## config.mk

```make
export PLATFORM = sky130hd
export DESIGN_NAME = apb_rr_scheduler_flat
export DESIGN_NICKNAME = d
export VERILOG_FILES = /design/src/rtl/apb_rr_scheduler_pkg.sv /design/src/rtl/apb_rr_scheduler_if.sv /design/src/rtl/apb_rr_scheduler_slave_decode.sv /design/src/rtl/apb_rr_scheduler.sv /design/src/flat_wrapper.sv
export SDC_FILE = /design/constraint.sdc
export NUM_CORES = 1
export LEC_CHECK = 0
export ABC_AREA = 0
export BUFFER_PORTS_ARGS = -buffer_cell sky130_fd_sc_hd__buf_2
export CAP_MARGIN = 20
export CORE_ASPECT_RATIO = 1.75
export CORE_MARGIN = 2
export CORE_UTILIZATION = 40
export CTS_CLUSTER_SIZE = 40
export DETAILED_ROUTE_END_ITERATION = 6
export HOLD_SLACK_MARGIN = 0.03
export MAX_ROUTING_LAYER = met4
export PLACE_DENSITY = 0.81
export SLEW_MARGIN = 20
export SYNTH_ARGS = -nofsm -noshare
export SYNTH_HDL_FRONTEND = slang
export SYNTH_SLANG_ARGS = --single-unit
```

## constraint.sdc

```tcl
create_clock -name hclk -period 1.8 [get_ports hclk]
set_clock_uncertainty 0.1 [all_clocks]
set_input_delay 0.09 -clock hclk [delete_from_list [all_inputs] [get_ports hclk]]
set_output_delay 0.09 -clock hclk [all_outputs]
set_load 0.02 [all_outputs]
```

## src/rtl/apb_rr_scheduler_pkg.sv

```systemverilog
// Shared definitions for the APB round-robin scheduler: FSM encoding,
// the APB slave address map and the default access timeout.
package apb_rr_scheduler_pkg;

  // Transfer sequencer states.
  typedef enum logic [1:0] {
    ST_IDLE   = 2'd0,
    ST_SETUP  = 2'd1,
    ST_ACCESS = 2'd2,
    ST_DERR   = 2'd3
  } state_t;

  // Slave address map: NSLAVE equally sized windows starting at SLAVE_BASE.
  localparam int          NSLAVE      = 3;
  localparam logic [31:0] SLAVE_BASE  = 32'h8000_0000;
  localparam logic [31:0] SLAVE_SIZE  = 32'h0400_0000;
  localparam int          SLAVE_SHIFT = $clog2(SLAVE_SIZE);
  localparam int          REGION_W    = 32 - SLAVE_SHIFT;

  // Maximum number of ACCESS cycles spent waiting for pready.
  localparam int DEFAULT_TIMEOUT = 16;

  // Region number of an address (the bits above one slave window).
  function automatic logic [REGION_W-1:0] addr_region(input logic [31:0] addr);
    return addr[31:SLAVE_SHIFT];
  endfunction

endpackage

```

## src/rtl/apb_rr_scheduler_if.sv

```systemverilog
// APB bus bundle between the scheduler (master) and the peripheral slaves.
interface apb_rr_scheduler_if;

  logic [apb_rr_scheduler_pkg::NSLAVE-1:0] psel;
  logic                                    penable;
  logic                                    pwrite;
  logic [31:0]                             paddr;
  logic [31:0]                             pwdata;
  logic [31:0]                             prdata;
  logic                                    pready;
  logic                                    pslverr;

  modport master (
    output psel, penable, pwrite, paddr, pwdata,
    input  prdata, pready, pslverr
  );

  modport slave (
    input  psel, penable, pwrite, paddr, pwdata,
    output prdata, pready, pslverr
  );

endinterface

```

## src/rtl/apb_rr_scheduler_slave_decode.sv

```systemverilog
// Combinational APB slave decoder: address -> one-hot slave select and hit.
// Shared with other bridge blocks, so it only depends on the package map.
module apb_slave_decode
  import apb_rr_scheduler_pkg::*;
(
  input  logic [31:0]       addr,
  output logic [NSLAVE-1:0] sel,
  output logic              hit
);

  logic [REGION_W-1:0] region;

  assign region = addr_region(addr);

  // One comparator per slave window; windows are contiguous from SLAVE_BASE.
  for (genvar gi = 0; gi < NSLAVE; gi++) begin : g_slave
    localparam logic [REGION_W-1:0] SLAVE_REGION =
      REGION_W'((SLAVE_BASE >> SLAVE_SHIFT) + gi);
    assign sel[gi] = (region == SLAVE_REGION);
  end

  assign hit = |sel;

endmodule

```

## src/rtl/apb_rr_scheduler.sv

```systemverilog
// Round-robin scheduler sharing one APB master port among NREQ requesters.
// Latches the winner's transfer, runs SETUP/ACCESS with a pready timeout and
// returns a one-cycle done pulse with read data and error status.
module apb_rr_scheduler
  import apb_rr_scheduler_pkg::*;
#(
  parameter int NREQ    = 2,
  parameter int TIMEOUT = DEFAULT_TIMEOUT
) (
  input  logic                 hclk,
  input  logic                 hresetn,
  input  logic [NREQ-1:0]      req,
  input  logic [NREQ-1:0]      req_write,
  input  logic [32*NREQ-1:0]   req_addr,
  input  logic [32*NREQ-1:0]   req_wdata,
  output logic [NREQ-1:0]      gnt,
  output logic [NREQ-1:0]      done,
  output logic [31:0]          rdata,
  output logic                 err,
  apb_rr_scheduler_if.master   apb
);

  localparam int IDX_W = $clog2(NREQ);
  localparam int CNT_W = $clog2(TIMEOUT);
  localparam logic [IDX_W-1:0] LAST_INIT = IDX_W'(NREQ - 1);
  localparam logic [CNT_W-1:0] CNT_LAST  = CNT_W'(TIMEOUT - 1);

  state_t                  state_reg, state_next;
  logic [IDX_W-1:0]        last_reg, last_next;
  logic [CNT_W-1:0]        cnt_reg, cnt_next;
  logic [NREQ-1:0]         gnt_reg, gnt_next;
  logic [NREQ-1:0]         done_reg, done_next;
  logic [31:0]             rdata_reg, rdata_next;
  logic                    err_reg, err_next;
  logic [NSLAVE-1:0]       psel_reg, psel_next;
  logic                    penable_reg, penable_next;
  logic                    pwrite_reg, pwrite_next;
  logic [31:0]             paddr_reg, paddr_next;
  logic [31:0]             pwdata_reg, pwdata_next;

  logic [31:0]             addr_arr [NREQ];
  logic [31:0]             wdata_arr [NREQ];
  logic [NREQ-1:0]         eligible;
  logic                    found;
  logic [IDX_W-1:0]        win;
  logic [31:0]             win_addr;
  logic [NSLAVE-1:0]       win_sel;
  logic                    win_hit;

  // Unpack the flattened per-requester address and write-data buses.
  for (genvar gi = 0; gi < NREQ; gi++) begin : g_unpack
    assign addr_arr[gi]  = req_addr[32*gi +: 32];
    assign wdata_arr[gi] = req_wdata[32*gi +: 32];
  end

  // Round-robin search starting just after the last winner; a requester whose
  // done is visible this cycle is masked so it cannot be re-granted at once.
  always_comb begin
    eligible = req & ~done_reg;
    found    = 1'b0;
    win      = last_reg;
    for (int i = 1; i <= NREQ; i++) begin
      if (!found && eligible[(int'(last_reg) + i) % NREQ]) begin
        found = 1'b1;
        win   = IDX_W'((int'(last_reg) + i) % NREQ);
      end
    end
  end

  assign win_addr = addr_arr[win];

  apb_slave_decode u_decode (
    .addr (win_addr),
    .sel  (win_sel),
    .hit  (win_hit)
  );

  // Next-state and next-output logic; every output is registered below.
  always_comb begin
    state_next   = state_reg;
    last_next    = last_reg;
    cnt_next     = cnt_reg;
    gnt_next     = gnt_reg;
    done_next    = '0;
    rdata_next   = rdata_reg;
    err_next     = err_reg;
    psel_next    = psel_reg;
    penable_next = penable_reg;
    pwrite_next  = pwrite_reg;
    paddr_next   = paddr_reg;
    pwdata_next  = pwdata_reg;

    case (state_reg)
      ST_IDLE: begin
        if (found) begin
          gnt_next      = '0;
          gnt_next[win] = 1'b1;
          last_next     = win;
          cnt_next      = '0;
          paddr_next    = win_addr;
          pwdata_next   = wdata_arr[win];
          pwrite_next   = req_write[win];
          penable_next  = 1'b0;
          if (win_hit) begin
            psel_next  = win_sel;
            state_next = ST_SETUP;
          end else begin
            psel_next  = '0;
            state_next = ST_DERR;
          end
        end
      end

      // SETUP lasts exactly one cycle; pready/pslverr are not looked at here.
      ST_SETUP: begin
        penable_next = 1'b1;
        state_next   = ST_ACCESS;
      end

      ST_ACCESS: begin
        cnt_next = cnt_reg + 1'b1;
        if (apb.pready) begin
          psel_next    = '0;
          penable_next = 1'b0;
          done_next    = gnt_reg;
          gnt_next     = '0;
          err_next     = apb.pslverr;
          if (!pwrite_reg) begin
            rdata_next = apb.prdata;
          end
          state_next   = ST_IDLE;
        end else if (cnt_reg == CNT_LAST) begin
          // Slave never answered: abort with error, read data untouched.
          psel_next    = '0;
          penable_next = 1'b0;
          done_next    = gnt_reg;
          gnt_next     = '0;
          err_next     = 1'b1;
          state_next   = ST_IDLE;
        end
      end

      // Unmapped address: one quiet cycle, then complete with error.
      ST_DERR: begin
        done_next  = gnt_reg;
        gnt_next   = '0;
        err_next   = 1'b1;
        state_next = ST_IDLE;
      end

      default: begin
        state_next = ST_IDLE;
      end
    endcase
  end

  // State and output registers; reset asserts immediately, releases on hclk.
  always_ff @(posedge hclk or negedge hresetn) begin
    if (!hresetn) begin
      state_reg   <= ST_IDLE;
      last_reg    <= LAST_INIT;
      cnt_reg     <= '0;
      gnt_reg     <= '0;
      done_reg    <= '0;
      rdata_reg   <= '0;
      err_reg     <= 1'b0;
      psel_reg    <= '0;
      penable_reg <= 1'b0;
      pwrite_reg  <= 1'b0;
      paddr_reg   <= '0;
      pwdata_reg  <= '0;
    end else begin
      state_reg   <= state_next;
      last_reg    <= last_next;
      cnt_reg     <= cnt_next;
      gnt_reg     <= gnt_next;
      done_reg    <= done_next;
      rdata_reg   <= rdata_next;
      err_reg     <= err_next;
      psel_reg    <= psel_next;
      penable_reg <= penable_next;
      pwrite_reg  <= pwrite_next;
      paddr_reg   <= paddr_next;
      pwdata_reg  <= pwdata_next;
    end
  end

  assign gnt         = gnt_reg;
  assign done        = done_reg;
  assign rdata       = rdata_reg;
  assign err         = err_reg;
  assign apb.psel    = psel_reg;
  assign apb.penable = penable_reg;
  assign apb.pwrite  = pwrite_reg;
  assign apb.paddr   = paddr_reg;
  assign apb.pwdata  = pwdata_reg;

endmodule
```

## src/flat_wrapper.sv

```systemverilog
// flat-port wrapper written by rule: the top's interface ports become plain ports
module apb_rr_scheduler_flat import apb_rr_scheduler_pkg::*;
#(
  parameter int NREQ    = 2,
  parameter int TIMEOUT = DEFAULT_TIMEOUT
)
  (hclk, hresetn, req, req_write, req_addr, req_wdata, gnt, done, rdata, err, apb_psel, apb_penable, apb_pwrite, apb_paddr, apb_pwdata, apb_prdata, apb_pready, apb_pslverr);
  apb_rr_scheduler_if apb_i ();
  input  logic hclk;
  input  logic hresetn;
  input  logic [NREQ-1:0] req;
  input  logic [NREQ-1:0] req_write;
  input  logic [32*NREQ-1:0] req_addr;
  input  logic [32*NREQ-1:0] req_wdata;
  output logic [NREQ-1:0] gnt;
  output logic [NREQ-1:0] done;
  output logic [31:0] rdata;
  output logic err;
  output wire logic [$bits(apb_i.psel)-1:0] apb_psel;
  output wire logic [$bits(apb_i.penable)-1:0] apb_penable;
  output wire logic [$bits(apb_i.pwrite)-1:0] apb_pwrite;
  output wire logic [$bits(apb_i.paddr)-1:0] apb_paddr;
  output wire logic [$bits(apb_i.pwdata)-1:0] apb_pwdata;
  input wire logic [$bits(apb_i.prdata)-1:0] apb_prdata;
  input wire logic [$bits(apb_i.pready)-1:0] apb_pready;
  input wire logic [$bits(apb_i.pslverr)-1:0] apb_pslverr;
  assign apb_psel = apb_i.psel;
  assign apb_penable = apb_i.penable;
  assign apb_pwrite = apb_i.pwrite;
  assign apb_paddr = apb_i.paddr;
  assign apb_pwdata = apb_i.pwdata;
  assign apb_i.prdata = apb_prdata;
  assign apb_i.pready = apb_pready;
  assign apb_i.pslverr = apb_pslverr;
  apb_rr_scheduler #(.NREQ(NREQ), .TIMEOUT(TIMEOUT)) u_core (.hclk(hclk), .hresetn(hresetn), .req(req), .req_write(req_write), .req_addr(req_addr), .req_wdata(req_wdata), .gnt(gnt), .done(done), .rdata(rdata), .err(err), .apb(apb_i));
endmodule
```

==> impl_metrics.csv, run 1 <==
group,metric,value,unit
place,io_buffers,273,
worst_setup_path,cp_max_fo,15,
sta,finalHoldViolCount,0,
clocking,cts_buffer_depth,2,
worst_setup_path,crit_type,"flop to flop",
logic_synthesis,ys_ff_latch,113,
worst_setup_path,r2r_end,"u_core.apb.pwdata[12]",
power,powerDensity,1620,nW/um2
drt,drt_iter0_markers,306,
run_status,violations,"negative setup slack",
power,switching_share,41.1,%
worst_setup_path,cp-start-kind,"flop",
sta,rsz0062_at_grt,"yes",
clocking,ctsHtreeMaxLevel,4,
worst_setup_path,end_kind,"flop",
logic_synthesis,synth_compound_area_share,9.64,%
run,cap_violations,0,
drt,avgRoutedWirePerCell,17.6,um
worst_setup_path,slowest_delay,0.56,ns
power,p_seq_share,30.6,%
worst_setup_path,cp.required,1.97,ns
power,p_int,8580,uW
sta,fin_crit,1.80,ns
sta,finalMaxSlewViolations,0,
drt,post-route-drc-count,0,
finish,fin_nets,1053,
global_routing,grt.overflow.total,0,
logic_synthesis,yosysTopAreaCell,"dfrtp_1",
floorplanning,fp.dieW,88.8,um
sta,fmax,555,MHz
floorplanning,die_area,13500,um2
sta,post-route-period-util,100,%
finish,drive_above_1_share,38.1,%
floorplanning,io_pins,274,
place,hpwl,10.0,mm
drt,first_pass_iters,5,
clocking,worstSkewPairLatency,0.40,ns
drt,final_antenna_net_count,0,
worst_setup_path,cp_data_arrival_time,1.98,ns
drt,vias_per_cell,5.01,
power,p_clk_share,22.9,%
logic_synthesis,syn-num-nets,599,
floorplanning,coreArea,12400,um2
floorplanning,die_y,152,um
clocking,path_clk_slew,0.06,ns
sta,fin_ws,-0.00175,ns
drt,via_count,5344,
sta,slew_headroom,71.7,%
place,place_congestion,0.849,
run_status,status,"finished with violations",
logic_synthesis,synth_top_area_share,55.7,%
worst_setup_path,crit_path_start,"u_core.last_reg",
logic_synthesis,ys_types,38,
logic_synthesis,synth_area_leaders,"dfrtp_1, mux2i_1, o21ai_0, mux2_1, nand2_1",
floorplanning,initial_utilization,40.7,%
finish,multi_input_area,2020,um2
global_routing,grt_antenna_before_repair,1,
logic_synthesis,netlist_area,5030,um2
worst_setup_path,crit_chain,"mux2i_4 -> buf_12 -> buf_12 -> mux2i_1 -> o21ai_0",
clocking,cts_root_buffer,"clkbuf_16",
logic_synthesis,synth_mux_area_share,21.1,%
place,place_area,6690,um2
logic_synthesis,avgSynthCellArea,11.7,um2
global_routing,grt_max_degree,53,
clocking,cts_inserted_buffers,17,
global_routing,gr-usage-all-layers,28.5,%
logic_synthesis,synth_top_family_by_area,"multiplexers",
global_routing,grt_pass1_vias,5831,
logic_synthesis,synth_xor_area_share,0,%
logic_synthesis,ys_warn_count,0,
worst_setup_path,r2r_slack,-0.002,ns
clocking,clock_sinks,113,
worst_setup_path,crit_top_cell,"buf_12",
sta,worst_slew_pin_slew,0.419,ns
logic_synthesis,synthAdderAreaFrac,0.249,%
finish,fin_util,72.6,%
clocking,cts_tree,"yes",
sta,setup_violations,2,
worst_setup_path,worstRegToRegCells,5,
worst_setup_path,rr_startpoint,"u_core.last_reg",
worst_setup_path,crit_end,"u_core.apb.pwdata[12]",
finish,fillCellCount,805,
drt,wirelength,18.7,mm
floorplanning,rows,54,
power,p_comb_share,46.4,%
finish,regArea,2830,um2
power,peakVddDrop,1.26,mV
power,leakagePower,0.00454,uW
logic_synthesis,synthSimpleGateAreaFrac,8.62,%
logic_synthesis,syn_inst,430,
logic_synthesis,ys_seq_area_share,56.2,%
hold_path,holdCritPathClass,"primary input to asynchronous set/reset pin",
global_routing,grt_first_pass_wirelength,28.7,mm
finish,area_delta_synth_final,78.4,%
power,switchingPower,5980,uW
sta,fin_setup_tns,-0.00288,ns
finish,final_cell_area,8980,um2
worst_setup_path,crit_path_top_delay_cell,"dfstp_2",
-- critical path, delay by kind of cell (launching register included) --
| kind | cells | cell delay (ns) |
|---|---|---|
| muxes | 2 | 0.54 |
| buffers and inverters | 2 | 0.36 |
| DFF | 1 | 0.56 |
| AOI/OAI and AO/OA | 1 | 0.11 |
-- worst min-delay path by stage --
stage                 start             endpoint  slack (ns)
global placement    hresetn     u_core.rdata[18]       -0.07
detailed placement  hresetn     u_core.rdata[11]       -0.06
floorplan           hresetn  u_core.apb.paddr[0]       -0.31
CTS                 hresetn     u_core.rdata[18]        0.05
global route        hresetn     u_core.rdata[11]        0.06
finish              hresetn     u_core.rdata[18]        0.06
-- final cells by class --
cell class              count  share of cell area (%)
well taps                 168                    2.34
multi-input cells         289                    22.5
repair buffers            461                    36.9
diodes                      1                  0.0279
flip-flops and latches    113                    31.5
clock buffers              18                    4.89
clock inverters            14                    1.76
inverters                   2                  0.0836
-- cells by family after synthesis --
family,Yosys count
flops,113
mux,102
simple gates,98
compound gates,88
buf+inv,28
fa+ha+maj,1
-- cells in the mapped netlist --
cell type and number:
dfrtp_1 112, nand2_1 77, o21ai_0 72, mux2i_1 69, mux2_1 31, buf_6 10, buf_2 9, clkbuf_1 5
a21oi_1 4, nand2b_1 4, nor2_1 4, a32o_1 3, and2_1 2, and2b_4 2, mux2_2 2, nor4b_1 2
a31oi_1 1, and3_1 1, buf_12 1, buf_4 1, dfstp_2 1, ha_1 1, inv_1 1, inv_2 1
nand2_2 1, nand4_1 1, nor2_4 1, nor2b_4 1, nor3_1 1, o21ai_1 1, o21ai_4 1, o21bai_1 1
o221ai_1 1, o22a_1 1, o22ai_1 1, o31a_1 1, o31ai_1 1, or3_1 1
-- layout by cell type, fill, tap and decap left out, types with 2 or more instances in the layout --
| cell | netlist | routed |
|---|---|---|
| mux2_2 | 2 | 2 |
| mux2i_2 | 0 | 2 |
| bufinv_16 | 0 | 2 |
| and2b_4 | 2 | 2 |
| inv_6 | 0 | 3 |
| a21oi_1 | 4 | 4 |
| dfrtp_1 | 112 | 112 |
| mux2_1 | 31 | 31 |
| nand2b_1 | 4 | 4 |
| nor2_1 | 4 | 4 |
| o21ai_0 | 72 | 72 |
| nand2_1 | 77 | 77 |
| a32o_1 | 3 | 3 |
| nor4b_1 | 2 | 2 |
| and2_1 | 2 | 2 |
| buf_12 | 1 | 10 |
| clkinvlp_4 | 0 | 3 |
| dlygate4sd3_1 | 0 | 165 |
| mux2i_1 | 69 | 66 |
| buf_2 | 9 | 272 |
| clkinv_4 | 0 | 5 |
| buf_4 | 1 | 14 |
| clkbuf_16 | 0 | 17 |
-- per-stage QoR --
stage                     worst slack, ns  power (uW)  instances  hold WS (ns)
final                            -0.00175       14600       1066        0.0577
after global routing              -0.0631       15400       1066        0.0628
after CTS                         0.00482       14300       1061        0.0496
after detailed placement           0.0247       10600        864       -0.0619
after global placement             0.0974       10400        864       -0.0672
after floorplan                    0.0872        8400        430        -0.306
-- routing by layer --
layer / up-vias / global-route usage [%] / part of all wire, %
met3: 83 / 7.42 / 7.4
li1: 2422 / - / -
met1: 2525 / 28.6 / 35
met4: 0 / 15.5 / 5.0
met2: 314 / 48.6 / 53
met5: - / - / 0
-- what timing repair did --
action	CTS	global route
hold buffers	165	0
buffers inserted	0	4
resized for setup	0	3
setup endpoints to repair	0	42
endpoints found under the hold margin	213	0
-- power groups by stage --
| stage | logic [uW] | registers (uW) | clock network (uW) |
|---|---|---|---|
| final | 6760 | 4460 | 3340 |
| after global routing | 7280 | 4610 | 3530 |
| after CTS | 6480 | 4390 | 3400 |
| after detailed placement | 6190 | 4410 | 0 |
| after global placement | 6050 | 4350 | 0 |
| after floorplan | 2590 | 5810 | 0 |
No activity file was read; power rests on OpenSTA's default activity.
==> run 2: changes to the inputs <==
==> constraint.sdc (replaced) <==
create_clock -name hclk -period 1.93 [get_ports hclk]
set_clock_uncertainty 0.1 [all_clocks]
set_input_delay 0.0965 -clock hclk [delete_from_list [all_inputs] [get_ports hclk]]
set_output_delay 0.0965 -clock hclk [all_outputs]
set_load 0.02 [all_outputs]
==> run 2 against run 1 <==
Against the previous run: the run now ends clean; clock-buffer cell count grew 1; first-iteration DRC count shrank 32%; global-route usage shrank 0.39 points; clock power shrank 9.0%; non-clock buffer count shrank 1; critical path depth is the same; wire length shrank 1.4%; final cell count shrank 0.19%; fmax shrank 2.9%; largest power group unchanged.
==> impl_metrics.csv, run 2 (synthesis results as in run 1) <==
group,metric,value,unit
clocking,path_clk_slew,0.06,ns
clocking,cts_tree,"yes",
global_routing,grt_pass1_vias,5785,
power,p_clk_share,22.6,%
power,p_int,7960,uW
floorplanning,die_area,13500,um2
floorplanning,rows,54,
global_routing,grt_first_pass_wirelength,28.4,mm
clocking,cts_inserted_buffers,17,
drt,via_count,5316,
sta,rsz0062_at_grt,"no",
sta,whs,0.180,ns
place,place_inst,859,
hold_path,holdCritPathClass,"primary input to flop",
finish,final_cell_mix,"buf_2, dlygate4sd3_1, dfrtp_1",
run_status,status,"complete, no violations",
worst_setup_path,cp-start-kind,"flop",
global_routing,grt_antenna_before_repair,0,
power,peakVddDrop,1.02,mV
worst_setup_path,cp_data_arrival_time,2.00,ns
finish,final_cells,1064,
place,io_buffers,273,
floorplanning,fp.dieW,88.8,um
drt,vias_per_cell,5.00,
sta,fin_setup_tns,0,ns
global_routing,grt.overflow.total,0,
worst_setup_path,cp.required,2.08,ns
worst_setup_path,crit_path_start,"u_core.last_reg",
sta,fmax,539,MHz
worst_setup_path,cp_max_fo,11,
sta,finalHoldViolCount,0,
finish,multi_input_area,2010,um2
worst_setup_path,rr_startpoint,"u_core.last_reg",
drt,post-route-drc-count,0,
floorplanning,die_y,152,um
sta,slew_headroom,57.2,%
global_routing,grt_max_degree,114,
clocking,ctsHtreeMaxLevel,4,
drt,first_pass_iters,6,
drt,avgRoutedWirePerCell,17.4,um
drt,wirelength,18.5,mm
power,switchingPower,5500,uW
sta,setup_violations,0,
global_routing,gr-usage-all-layers,28.1,%
power,p_seq_share,30.9,%
drt,drt_iter0_markers,207,
power,powerDensity,1500,nW/um2
power,switching_share,40.9,%
worst_setup_path,crit_type,"flop to flop",
finish,area_delta_synth_final,77.6,%
power,leakagePower,0.00453,uW
floorplanning,coreArea,12400,um2
sta,post-route-period-util,96.1,%
worst_setup_path,r2r_slack,0.08,ns
clocking,worstSkewPairLatency,0.40,ns
worst_setup_path,crit_end,"u_core.apb.pwdata[18]",
run,cap_violations,0,
clocking,cts_buffer_depth,2,
sta,worst_slew_pin_slew,0.642,ns
finish,fin_nets,1052,
finish,mostFrequentLayoutCell,"buf_2",
place,place_congestion,0.888,
worst_setup_path,r2r_end,"u_core.apb.pwdata[18]",
floorplanning,initial_utilization,40.7,%
floorplanning,io_pins,274,
finish,drive_above_1_share,37.7,%
place,hpwl,10.1,mm
sta,finalMaxSlewViolations,0,
worst_setup_path,end_kind,"flop",
power,p_comb_share,46.5,%
finish,fillCellCount,811,
worst_setup_path,worstRegToRegCells,5,
finish,regArea,2830,um2
drt,final_antenna_net_count,0,
clocking,clock_sinks,113,
sta,fin_crit,1.85,ns
clocking,cts_root_buffer,"clkbuf_16",
finish,insertedDiodeCount,0,
## run 2: worst min path at each step
stage          slack (ns)  cells after the start                  end  startpoint
2_1_floorplan       -0.30                      0  u_core.apb.paddr[0]     hresetn
3_3_place_gp         0.13                      2      u_core.rdata[3]     hresetn
3_5_place_dp         0.13                      2      u_core.rdata[3]     hresetn
4_1_cts              0.15                      4  u_core.state_reg[1]      req[0]
5_1_grt              0.18                      4  u_core.state_reg[1]      req[0]
6_report             0.18                      4  u_core.state_reg[1]      req[0]
## run 2: layout make-up
type                    count  area share [%]
well taps                 168            2.35
inverters                   2          0.0840
clock inverters            13            1.54
clock buffers              19            4.95
repair buffers            460            36.9
multi-input cells         289            22.5
flip-flops and latches    113            31.6
## run 2: routing by layer
metal | vias to the layer above | share of wire (%) | track usage (%)
met4 | 0 | 5.6 | 16.0
met1 | 2528 | 35 | 28.8
met3 | 80 | 5.7 | 6.18
met2 | 292 | 53 | 47.7
li1 | 2416 | - | -
met5 | - | 0 | -
## run 2: per-stage QoR
step	cell area [um2]	worst slack (ns)	total power, uW	util [%]
floorplan	5030	0.217	7830	-
global placement	6630	0.134	9630	53.6
detailed placement	6630	0.0669	9810	53.6
CTS	8860	0.0646	13200	71.7
global route	8940	0.0253	14200	72.3
finish	8940	0.0753	13500	72.3
## run 2: critical path, stage by stage (launching register included)
cell and delay [ns]:
dfstp_2 0.56, mux2i_4 0.30, buf_12 0.19, buf_12 0.15, mux2i_2 0.25, o21ai_0 0.16
## run 2: what timing repair did
item	in CTS	in global routing
setup buffers	0	7
hold buffers	165	0
endpoints found under the setup margin	0	23
hold endpoints to repair	213	0
resized for setup	0	1
## run 2: power groups by stage
stage               sequential [uW]  combinational [uW]  clock, uW
finish                         4160                6260       3040
global route                   4300                6730       3210
CTS                            4110                5930       3110
detailed placement             4140                5670          0
global placement               4090                5540          0
floorplan                      5420                2420          0
==> run 3: changes to the inputs <==
--- a/config.mk
+++ b/config.mk
@@ -7,12 +7,12 @@
 export LEC_CHECK = 0
 export ABC_AREA = 0
 export BUFFER_PORTS_ARGS = -buffer_cell sky130_fd_sc_hd__buf_2
-export CAP_MARGIN = 20
 export CORE_ASPECT_RATIO = 1.75
 export CORE_MARGIN = 2
 export CORE_UTILIZATION = 40
 export CTS_CLUSTER_SIZE = 40
 export DETAILED_ROUTE_END_ITERATION = 6
+export GPL_TIMING_DRIVEN = 0
 export HOLD_SLACK_MARGIN = 0.03
 export MAX_ROUTING_LAYER = met4
 export PLACE_DENSITY = 0.81
==> constraint.sdc (replaced) <==
create_clock -name hclk -period 2.1 [get_ports hclk]
set_clock_uncertainty 0.1 [all_clocks]
set_input_delay 0.105 -clock hclk [delete_from_list [all_inputs] [get_ports hclk]]
set_output_delay 0.105 -clock hclk [all_outputs]
set_load 0.02 [all_outputs]
==> run 3 against run 2 <==
Against the previous run: sequential power shrank 8.2%; total power shrank 9.3%; wire length is essentially flat.
==> impl_metrics.csv, run 3 (synthesis results as in run 1) <==
group,metric,value,unit
power,p_int,7180,uW
floorplanning,io_pins,274,
drt,final_antenna_net_count,0,
place,place_congestion,0.790,
floorplanning,die_y,152,um
clocking,cts_root_buffer,"clkbuf_16",
power,p_seq_share,31.3,%
place,hpwl,10.8,mm
sta,finalHoldViolCount,0,
clocking,cts-resized-gates,0,
clocking,worstSkewPairLatency,0.39,ns
power,peakVddDrop,0.775,mV
floorplanning,die_area,13500,um2
power,switchingPower,5020,uW
drt,vias_per_cell,4.94,
floorplanning,fp.dieW,88.8,um
drt,post-route-drc-count,0,
floorplanning,initial_utilization,40.7,%
finish,insertedDiodeCount,0,
clocking,clock_sinks,113,
worst_setup_path,crit_type,"primary input to flop",
clocking,path_clk_slew,0.05,ns
drt,drt_iter0_markers,202,
sta,slew_headroom,41.5,%
worst_setup_path,cp.required,2.33,ns
sta,fin_ws,0.242,ns
worst_setup_path,cp_max_fo,3,
global_routing,grt.overflow.total,0,
worst_setup_path,worstRegToRegCells,6,
global_routing,grt_max_degree,61,
finish,fin_nets,1056,
sta,fin_setup_tns,0,ns
sta,rsz0062_at_grt,"no",
global_routing,grt_first_pass_wirelength,28.5,mm
power,switching_share,41.2,%
sta,setup_violations,0,
hold_path,holdCritPathClass,"primary input to flop",
sta,fmax,538,MHz
clocking,postCtsSetupBuffers,0,
clocking,cts_buffer_depth,2,
clocking,cts_inserted_buffers,17,
global_routing,grt_pass1_vias,5970,
clocking,cts_tree,"yes",
run_status,status,"complete, no violations",
drt,avgRoutedWirePerCell,17.3,um
sta,worst_slew_pin_slew,0.865,ns
drt,via_count,5267,
hold_path,whs_path_depth,3,
floorplanning,rows,54,
global_routing,grt_antenna_before_repair,0,
sta,post-route-period-util,88.5,%
finish,area_delta_synth_final,75.7,%
place,io_buffers,273,
drt,first_pass_iters,4,
sta,fin_crit,1.86,ns
clocking,ctsHtreeMaxLevel,4,
finish,drive_above_1_share,37.2,%
power,leakagePower,0.00449,uW
place,pre_cts_slack,0.213,ns
worst_setup_path,end_kind,"flop",
worst_setup_path,cp-start-kind,"primary input",
power,powerDensity,1380,nW/um2
finish,final_cell_mix,"buf_2, dlygate4sd3_1, dfrtp_1",
power,p_comb_share,46.6,%
run,cap_violations,0,
clocking,cts_hold_buffers,164,
floorplanning,coreArea,12400,um2
power,p_clk_share,22.2,%
drt,wirelength,18.5,mm
global_routing,gr-usage-all-layers,28.4,%
worst_setup_path,cp_data_arrival_time,2.08,ns
sta,finalMaxSlewViolations,0,
sta,whs,0.0561,ns
finish,mostFrequentLayoutCell,"buf_2",
run 3: final cells by class:
cell class | count | area [um2]
tap | 168 | 210
clock buffer | 20 | 447
timing repair buffer | 438 | 3040
multi-input combinational | 289 | 1990
buffer | 26 | 204
sequential | 113 | 2830
clock inverter | 11 | 115
fill | 809 | 3520
inverter | 2 | 7.51
run 3: metal layers:
layer  part of all wire (%)  global-route usage [%]  routed length [um]  up-vias
met1                     35                    26.9                6430     2488
met5                      0                       -                   0        -
met4                    6.2                    17.2                1150        0
li1                       -                       -                   -     2423
met3                    6.6                    7.26                1210       89
met2                     52                    49.4                9680      267
run 3: final timing paths:
check | from | end | slack (ns)
setup / recovery | req_addr[61] | u_core.apb.psel[0] | 0.24
min in group asynchronous | hresetn | u_core.rdata[6] | 0.13
setup reg to reg | u_core.done[0] | u_core.gnt[1] | 0.25
max in group asynchronous | hresetn | u_core.last_reg | 1.08
hold / removal | req_addr[26] | u_core.apb.psel[1] | 0.06
hold reg to reg | u_core.apb.paddr[25] | u_core.apb.paddr[25] | 0.37
run 3: metrics by stage:
stage          power [uW]  cells  area (um2)  util [%]
2_1_floorplan        7200    430        5030         -
3_3_place_gp         8980    871        6610      53.5
3_5_place_dp         9160    872        6650      53.7
4_1_cts             12100   1067        8850      71.6
5_1_grt             12900   1067        8850      71.6
6_report            12200   1067        8850      71.6
run 3: power groups by stage:
stage	clock network, uW	logic [uW]	registers [uW]
after floorplan	0	2220	4980
after global placement	0	5240	3750
after detailed placement	0	5370	3790
after CTS	2750	5600	3770
after global routing	2860	6130	3940
final	2700	5680	3820
run 3: critical path: stages:
cell	delay, ns
dlygate4sd3_1	0.54
buf_2	0.14
nor4b_1	0.75
nand2b_1	0.10
mux2i_1	0.25
a32o_1	0.20
